## src/rtl/gpio_irq_status.sv

```systemverilog
// GPIO interrupt status/latch: synchronised pins, per-bit trigger modes,
// W1C / optional read-clear, sticky overflow, mask and a single irq line.

module gpio_irq_bit #(
  parameter int   SYNC_STAGES = 2,
  parameter logic RST_BIT     = 1'b0
) (
  input  logic       clk,
  input  logic       rst,
  input  logic       pin,
  input  logic       warm,
  input  logic [2:0] trig,
  input  logic       wclr,
  input  logic       rclr_en,
  input  logic       clr,
  output logic       status,
  output logic       ovf,
  output logic       status_nxt
);
  logic [SYNC_STAGES-1:0] sync;
  logic s, prev, rise, fall, ev, ev_raw, ovf_nxt, rclr;

  always_ff @(posedge clk or negedge rst) begin
    if (!rst) begin
      sync <= '0;
      prev <= 1'b0;
    end else begin
      sync <= {sync[SYNC_STAGES-2:0], pin};
      prev <= sync[SYNC_STAGES-1];
    end
  end

  assign s    = sync[SYNC_STAGES-1];
  assign rise = s & ~prev;
  assign fall = ~s & prev;

  always_comb begin
    ev_raw = 1'b0;
    case (trig)
      3'b001:  ev_raw = s;
      3'b010:  ev_raw = ~s;
      3'b011:  ev_raw = rise;
      3'b100:  ev_raw = fall;
      3'b101:  ev_raw = rise | fall;
      default: ev_raw = 1'b0;
    endcase
  end

  // Nothing fires until the sync chain and prev hold real pin samples.
  assign ev   = ev_raw & warm;
  assign rclr = rclr_en & status;

  always_comb begin
    status_nxt = 1'b0;
    ovf_nxt    = 1'b0;
    if (!clr) begin
      status_nxt = ev | (status & ~wclr & ~rclr);
      ovf_nxt    = (ev & status) | (ovf & ~wclr);
    end
  end

  always_ff @(posedge clk or negedge rst) begin
    if (!rst) begin
      status <= RST_BIT;
      ovf    <= 1'b0;
    end else begin
      status <= status_nxt;
      ovf    <= ovf_nxt;
    end
  end
endmodule

module gpio_irq_status #(
  parameter int             DW          = 8,
  parameter int             SYNC_STAGES = 2,
  parameter bit             RC_MODE     = 1'b0,
  parameter logic [DW-1:0]  RST_VAL     = '0
) (
  input  logic            clk,
  input  logic            rst,
  input  logic            ren_i,
  input  logic            wen_i,
  input  logic [DW-1:0]   di_i,
  input  logic [DW-1:0]   pin_i,
  input  logic [3*DW-1:0] trig_i,
  input  logic [DW-1:0]   mask_i,
  input  logic            clr_i,
  output logic [DW-1:0]   reg_o,
  output logic [DW-1:0]   ovf_o,
  output logic [DW-1:0]   pend_o,
  output logic            irq_o
);
  localparam int WARM_MAX = SYNC_STAGES + 1;
  localparam int CNT_W    = $clog2(WARM_MAX + 1);

  logic [CNT_W-1:0]    warm_cnt;
  logic                warm;
  logic [DW-1:0][2:0]  trig_m;
  logic [DW-1:0]       wclr, status_nxt;
  logic                rclr_en;

  // Saturating warm-up counter, restarts from 0 on every reset.
  always_ff @(posedge clk or negedge rst) begin
    if (!rst)       warm_cnt <= '0;
    else if (!warm) warm_cnt <= warm_cnt + 1'b1;
  end

  assign warm    = (warm_cnt == CNT_W'(WARM_MAX));
  assign trig_m  = trig_i;
  assign wclr    = wen_i ? di_i : '0;
  assign rclr_en = RC_MODE & ren_i;

  for (genvar i = 0; i < DW; i++) begin : g_bit
    gpio_irq_bit #(
      .SYNC_STAGES (SYNC_STAGES),
      .RST_BIT     (RST_VAL[i])
    ) u_bit (
      .clk        (clk),
      .rst        (rst),
      .pin        (pin_i[i]),
      .warm       (warm),
      .trig       (trig_m[i]),
      .wclr       (wclr[i]),
      .rclr_en    (rclr_en),
      .clr        (clr_i),
      .status     (reg_o[i]),
      .ovf        (ovf_o[i]),
      .status_nxt (status_nxt[i])
    );
  end

  assign pend_o = reg_o & mask_i;

  always_ff @(posedge clk or negedge rst) begin
    if (!rst) irq_o <= 1'b0;
    else      irq_o <= |(status_nxt & mask_i);
  end
endmodule

```

## config.mk

```make
export PLATFORM = sky130hd
export DESIGN_NAME = gpio_irq_status
export DESIGN_NICKNAME = d
export VERILOG_FILES = /design/src/rtl/gpio_irq_status.sv
export SDC_FILE = /design/constraint.sdc
export NUM_CORES = 1
export LEC_CHECK = 0
export ABC_CLOCK_PERIOD_IN_PS = 4600
export CORE_AREA = 2 2 72 74
export CTS_CLUSTER_SIZE = 16
export DETAILED_ROUTE_END_ITERATION = 10
export DIE_AREA = 0 0 74 76
export PLACE_DENSITY = 0.83
export SLEW_MARGIN = 5
export SYNTH_ARGS = -nofsm -noshare
export SYNTH_HDL_FRONTEND = slang
export SYNTH_SLANG_ARGS = --single-unit
```

## constraint.sdc

```tcl
create_clock -name clk -period 4.6 [get_ports clk]
set_clock_uncertainty 0.05 [all_clocks]
set_input_delay 0.46 -clock clk [delete_from_list [all_inputs] [get_ports clk]]
set_output_delay 0.46 -clock clk [all_outputs]
set_load 0.1 [all_outputs]
```

# ---- After elaboration in Yosys (flattened, before gate mapping)
# Index checks and enable logic that the tools add are counted.
# W data, S select, Z words.
dict set report classes {
  n_addsub 1
  mul 0
  div_mod_pow 0
  order_cmp 0
  n_eq_ne 41
  shifts 0
  n_mux 25
  n_bitwise 98
  n_reduce_logical 1
}
# cell count
set op_table {}
lappend op_table {{$and A1 B1 Y1} 48}
lappend op_table {{$eq A3 B2 Y1 const B} 16}
lappend op_table {{$eq A3 B3 Y1 const B} 16}
lappend op_table {{$pmux W1 S5} 8}
lappend op_table {{$eq A3 B1 Y1 const B} 8}
lappend op_table {{$not A1 Y1} 24}
lappend op_table {{$or A1 B1 Y1} 24}
lappend op_table {{$and A8 B8 Y8} 2}
lappend op_table {{$mux W1} 16}
lappend op_table {{$mux W8} 1}
lappend op_table {{$reduce_or A8 Y1} 1}
lappend op_table {{$add A2 B1 Y2 const B} 1}
lappend op_table {{$eq A2 B2 Y1 const B} 1}
dict set report totals {
  register_bits 43
  latch_bits 0
  ramBits 0
  rom_bits 0
  input_bits 53
  out_inout_bits 25
  memories 0
}

# ---- Logic depth before layout (Yosys ltp)
dict set report depth {
  ltp_word 9
  depth_mapped 8
}

# ---- Modules after synthesis
# From an unflattened synthesis, not the netlist that was laid out.
dict set report hier_totals {
  cells_unflattened 212
  hier_area_um2 2303.5
}
# mod n_inst cells_per_inst area_each_um2 seq_area_each_um2
set modules_own_cells {}
lappend modules_own_cells {gpio_irq_bit 8 23 256.5 125.1}
lappend modules_own_cells {gpio_irq_status 1 28 251.5 75.1}

# ---- Worst setup path after synthesis
# OpenSTA, ideal clock, no wires.
dict set report synth_timing {
  path_kind {input -> register}
  start {input port mask_i[5]}
  end {register irq_o}
  t_arrival_ps 1761
  slack_ps 2646
  stages 6
  path_buffers 0
  path_cell_list {nand2_1 inv_1 nor4_1 a31oi_1 nor4_1 a41oi_1}
}
dict set report synth_between {
  elab_chain_len 2
}
# item line_no
set synth_lines {}
lappend synth_lines {{start: declaration} 86} ;# input logic [DW-1:0] mask_i,
lappend synth_lines {{$and A8 B8 Y8} 136} ;# else irq_o <= |(status_nxt & mask_i);
lappend synth_lines {{$reduce_or A8 Y1} 136}
lappend synth_lines {{end signal: assignment} 136}
lappend synth_lines {{end: declaration} 91} ;# output logic irq_o
# Every way passes these cells.
# A chain may end at the register's enable or synchronous reset.

# ---- Worst setup path after layout
dict set report layout_timing {
  start {input port mask_i[5]}
  end {output port pend_o[5]}
}
dict set report layout_between {
  elab_chain_len 1
}
# item line_no
set layout_lines {}
lappend layout_lines {{$and A8 B8 Y8} 132} ;# assign pend_o = reg_o & mask_i;
lappend layout_lines {{end: declaration} 90} ;# output logic [DW-1:0] pend_o,
# Every way passes these cells.

==> metrics.md <==
| Metric | Value |
|---|---|
| Status | complete, no violations |
| Gp weighted congestion | 0.7984 |
| Post-synth cell types | 38 |
| Final Util | 0.6240 |
| IO Count | 78 |
| Die area | 5624 sq um |
| Period utilisation layout | 0.6127 |
| Post-Layout Cell Count | 369 |
| Avg Vias per Cell | 5.108 |
| Minimum hold slack | 247.4 ps |
| Setup Fix Bufs, Post-CTS | 0 |
| Cell Area, Synth | 2276 sq um |
| Critical path launch point type | input pin |
| Core area | 4912 sq um |
| Crit-path cells | clkdlybuf4s50_1 > nand2_1 > inv_1 > clkdlybuf4s50_1 |
| Crit-path slowest cell | clkdlybuf4s50_1 |
| Hold_buf cts | 0 |
| Max transition margin | 0.3354 |
| Worst-Skew Late Latency | 290 ps |
| Clk slew on worst S/H paths | 90 ps |
| RSZ-0062 raised after global routing | false |
| Final setup TNS | 0 ps |
| DR vias | 1885 |
| Worst setup EP type | primary output |
| Root Driver | clkbuf_8 |
| Post-Place Cell Area | 2980 sq um |
| Crit path kind | input pin to primary output |
| # DRC | 0 |
| First-pass GRT wire length | 7893 um |
| Cell mode on critical path | clkdlybuf4s50_1 |
| # rows | 26 |
| Largest net degree at the start of global routing | 44 |
| Top_reg_cell synth | dfrtp_1 |
| WL/cell | 13.29 um |
| WL final | 4903 um |
| Met3 wire length | 410 um |
| Synth-to-layout area growth | 34.69% |
| Metal1 wirelength | 2133 um |
| Gr usage total | 0.1804 |
| Final hold violations | 0 |
| 1st-iter DRT viols | 123 |
| Seq/Total Area, Yosys | 0.4728 |
| CTS buffer count | 5 |
| Slew @ Worst Pin | 993.8 ps |
| Max_cap viols | 0 |
| Tmin final | 2818 ps |
| Final net count | 368 |
| Final setup violation count | 0 |
| Initial antenna violation count | 0 |
| Leak | 0.001394 uW |
| CP Max Fanout | 2 |
| Post-route design area | 3065 sq um |
| FFs w/ async S/R, synth | 1.000 |
| Reg2reg start | g_bit[3].u_bit.sync[1]$_DFF_PN0_ |
| Worst Path Buf+Inv | 3 |
| Number of synthesized flops with an enable pin | 0 |
| Worst vdd ir | 170.2 uV |
| Max-slew violations | 0 |
| Wire length on met2 | 2281 um |
| Port Buffer Count | 76 |
| Die height | 76 um |
| Number of global-route vias before repair | 1831 |
| Cells after Synth | 236 |
| CTS H-tree depth | 2 |
| Die X | 74 um |
| Layout cells sized above 1 | 0.04682 |
| Syn avg cell area | 9.644 sq um |
| CTS resizes | 0 |
| FF+latch count, synth | 43 |
| Antenna viol nets, final | 0 |
| Antenna fix cells | 0 |
| Placed cells | 361 |
| Worst-case clock buffer depth | 2 |
| Drt first pass iters | 4 |
| Achievable Freq | 354.8 MHz |
| Worst EP required | 4090 ps |
| Hold crit path type | input pin to async pin |
| Syn_nets | 306 |
| Top delay family on crit path | buffers and inverters |
| Total of warnings raised by yosys | 0 |
| Clock Sinks | 43 |
| Arr. time, crit path | 2310 ps |
| Crit. Startpoint | mask_i[5] |
| Fillers | 413 |
| Placed wire-length estimate | 3855 um |
| Slowest stage delay, CP | 1130 ps |
| Pwr/cell area | 302.4 nW/um^2 |
| Global route overflow | 0 |
| DR top layer | met4 |
| Initial Util | 0.4633 |
| CTS tree | yes |
-- synthesized netlist by cell type (all sizes together) (2+ instances only) --
cell	n	share of area
a21oi	8	0.018
dfrtp	43	0.47
buf	17	0.054
and2	5	0.014
clkbuf	4	0.0066
nor2	17	0.028
ha	17	0.093
nor4	2	0.0055
a22oi	3	0.0099
a22o	2	0.0077
nand2	30	0.049
a221oi	3	0.014
mux2	2	0.0099
a32oi	6	0.023
inv	28	0.046
o21a	2	0.0066
a211oi	5	0.019
nand3	2	0.0044
nand4	3	0.0082
o21ai	15	0.033
nor2b	8	0.022
o22ai	3	0.0082
-- through the flow --
step	total power [uW]	setup WS [ps]
after floorplan	615.8	2646
after global placement	701.5	1826
after detailed placement	706.9	1792
after CTS	939.6	1785
after global routing	977.3	1739
final	926.9	1782
-- report_power, final --
group / leakage (uW) / switching [uW] / total [uW] / internal, uW
clock network: 0.0000412 / 123 / 229 / 106
registers: 0.000523 / 16.4 / 416 / 399
logic: 0.000830 / 183 / 283 / 99.9
total: 0.00139 / 322 / 927 / 605
-- worst register-to-register path, stage by stage (launching register included) --
cell	delay, ps
dfrtp_1	430
ha_1	290
nand2_1	60
o21ai_0	80
a221oi_1	460
a22o_1	240
o41ai_2	90
a41oi_1	230
-- area by class of cell --
cell class,count,area [sq um],share of cell area
Timing Repair Buffer,76,755.7,0.2465
Inverter,28,105.1,0.03429
Sequential cell,43,1076,0.3510
Multi-Input combinational cell,144,955.9,0.3118
Clock buffer,6,72.57,0.02367
Tap cell,70,87.58,0.02857
Clock inverter,2,12.51,0.004082
-- cells by family (layout without fill, tap and decap cells) --
group                    Yosys count  count (layout)  share of synthesized area
AO/OA/AOI/OAI                     56              56                     0.1781
XOR/XNOR                           1               1                   0.003849
adder cells (fa/ha/maj)           17              17                    0.09346
buffers and inverters             49             112                     0.1072
flip-flops                        43              43                     0.4728
multiplexers                       2               2                   0.009895
AND/OR/NAND/NOR                   68              68                     0.1347
-- metal layers --
| metal | global-route usage | vias up |
|---|---|---|
| li1 | - | 917 |
| met1 | 0.2281 | 887 |
| met2 | 0.2893 | 71 |
| met3 | 0.06217 | 10 |
| met4 | 0.05455 | 0 |
| met5 | 0 | - |
-- final timing paths --
path / endpoint / slack, ps / cells after the start
min reg2reg: g_bit[0].u_bit.sync[1]$_DFF_PN0_ / 300 / 0
min in group clk: g_bit[0].u_bit.sync[1]$_DFF_PN0_ / 300 / 0
min: g_bit[4].u_bit.sync[0]$_DFF_PN0_ / 250 / 1
max in group asynchronous: g_bit[0].u_bit.sync[1]$_DFF_PN0_ / 3670 / 1
max: pend_o[5] / 1780 / 4
max reg2reg: irq_o$_DFF_PN0_ / 2600 / 7
-- registers in the layout, summed over array words and instances (netlist names) --
register            cells
g_bit.u_bit.ovf         8
g_bit.u_bit.sync       16
g_bit.u_bit.status      8
warm_cnt                2
g_bit.u_bit.prev        8
irq_o                   1
-- cells in the final DEF (no fill, tap or decap), types with 2 or more instances in the layout --
cell type,synthesis,routed
clkdlybuf4s50_1,0,75
dfrtp_1,43,43
nand2_1,30,30
inv_1,28,28
nor2_1,17,17
ha_1,17,17
o21ai_0,13,13
a21oi_1,8,8
nor2b_1,8,8
a32oi_1,6,6
clkbuf_8,0,5
a211oi_1,4,4
and2_1,4,4
a22oi_1,3,3
o22ai_1,3,3
nand4_1,3,3
mux2_2,2,2
o21a_1,2,2
o21ai_1,2,2
a221oi_1,2,2
nand3_1,2,2
a22o_1,2,2
nor4_1,2,2
(Power assumes the default switching activity.)
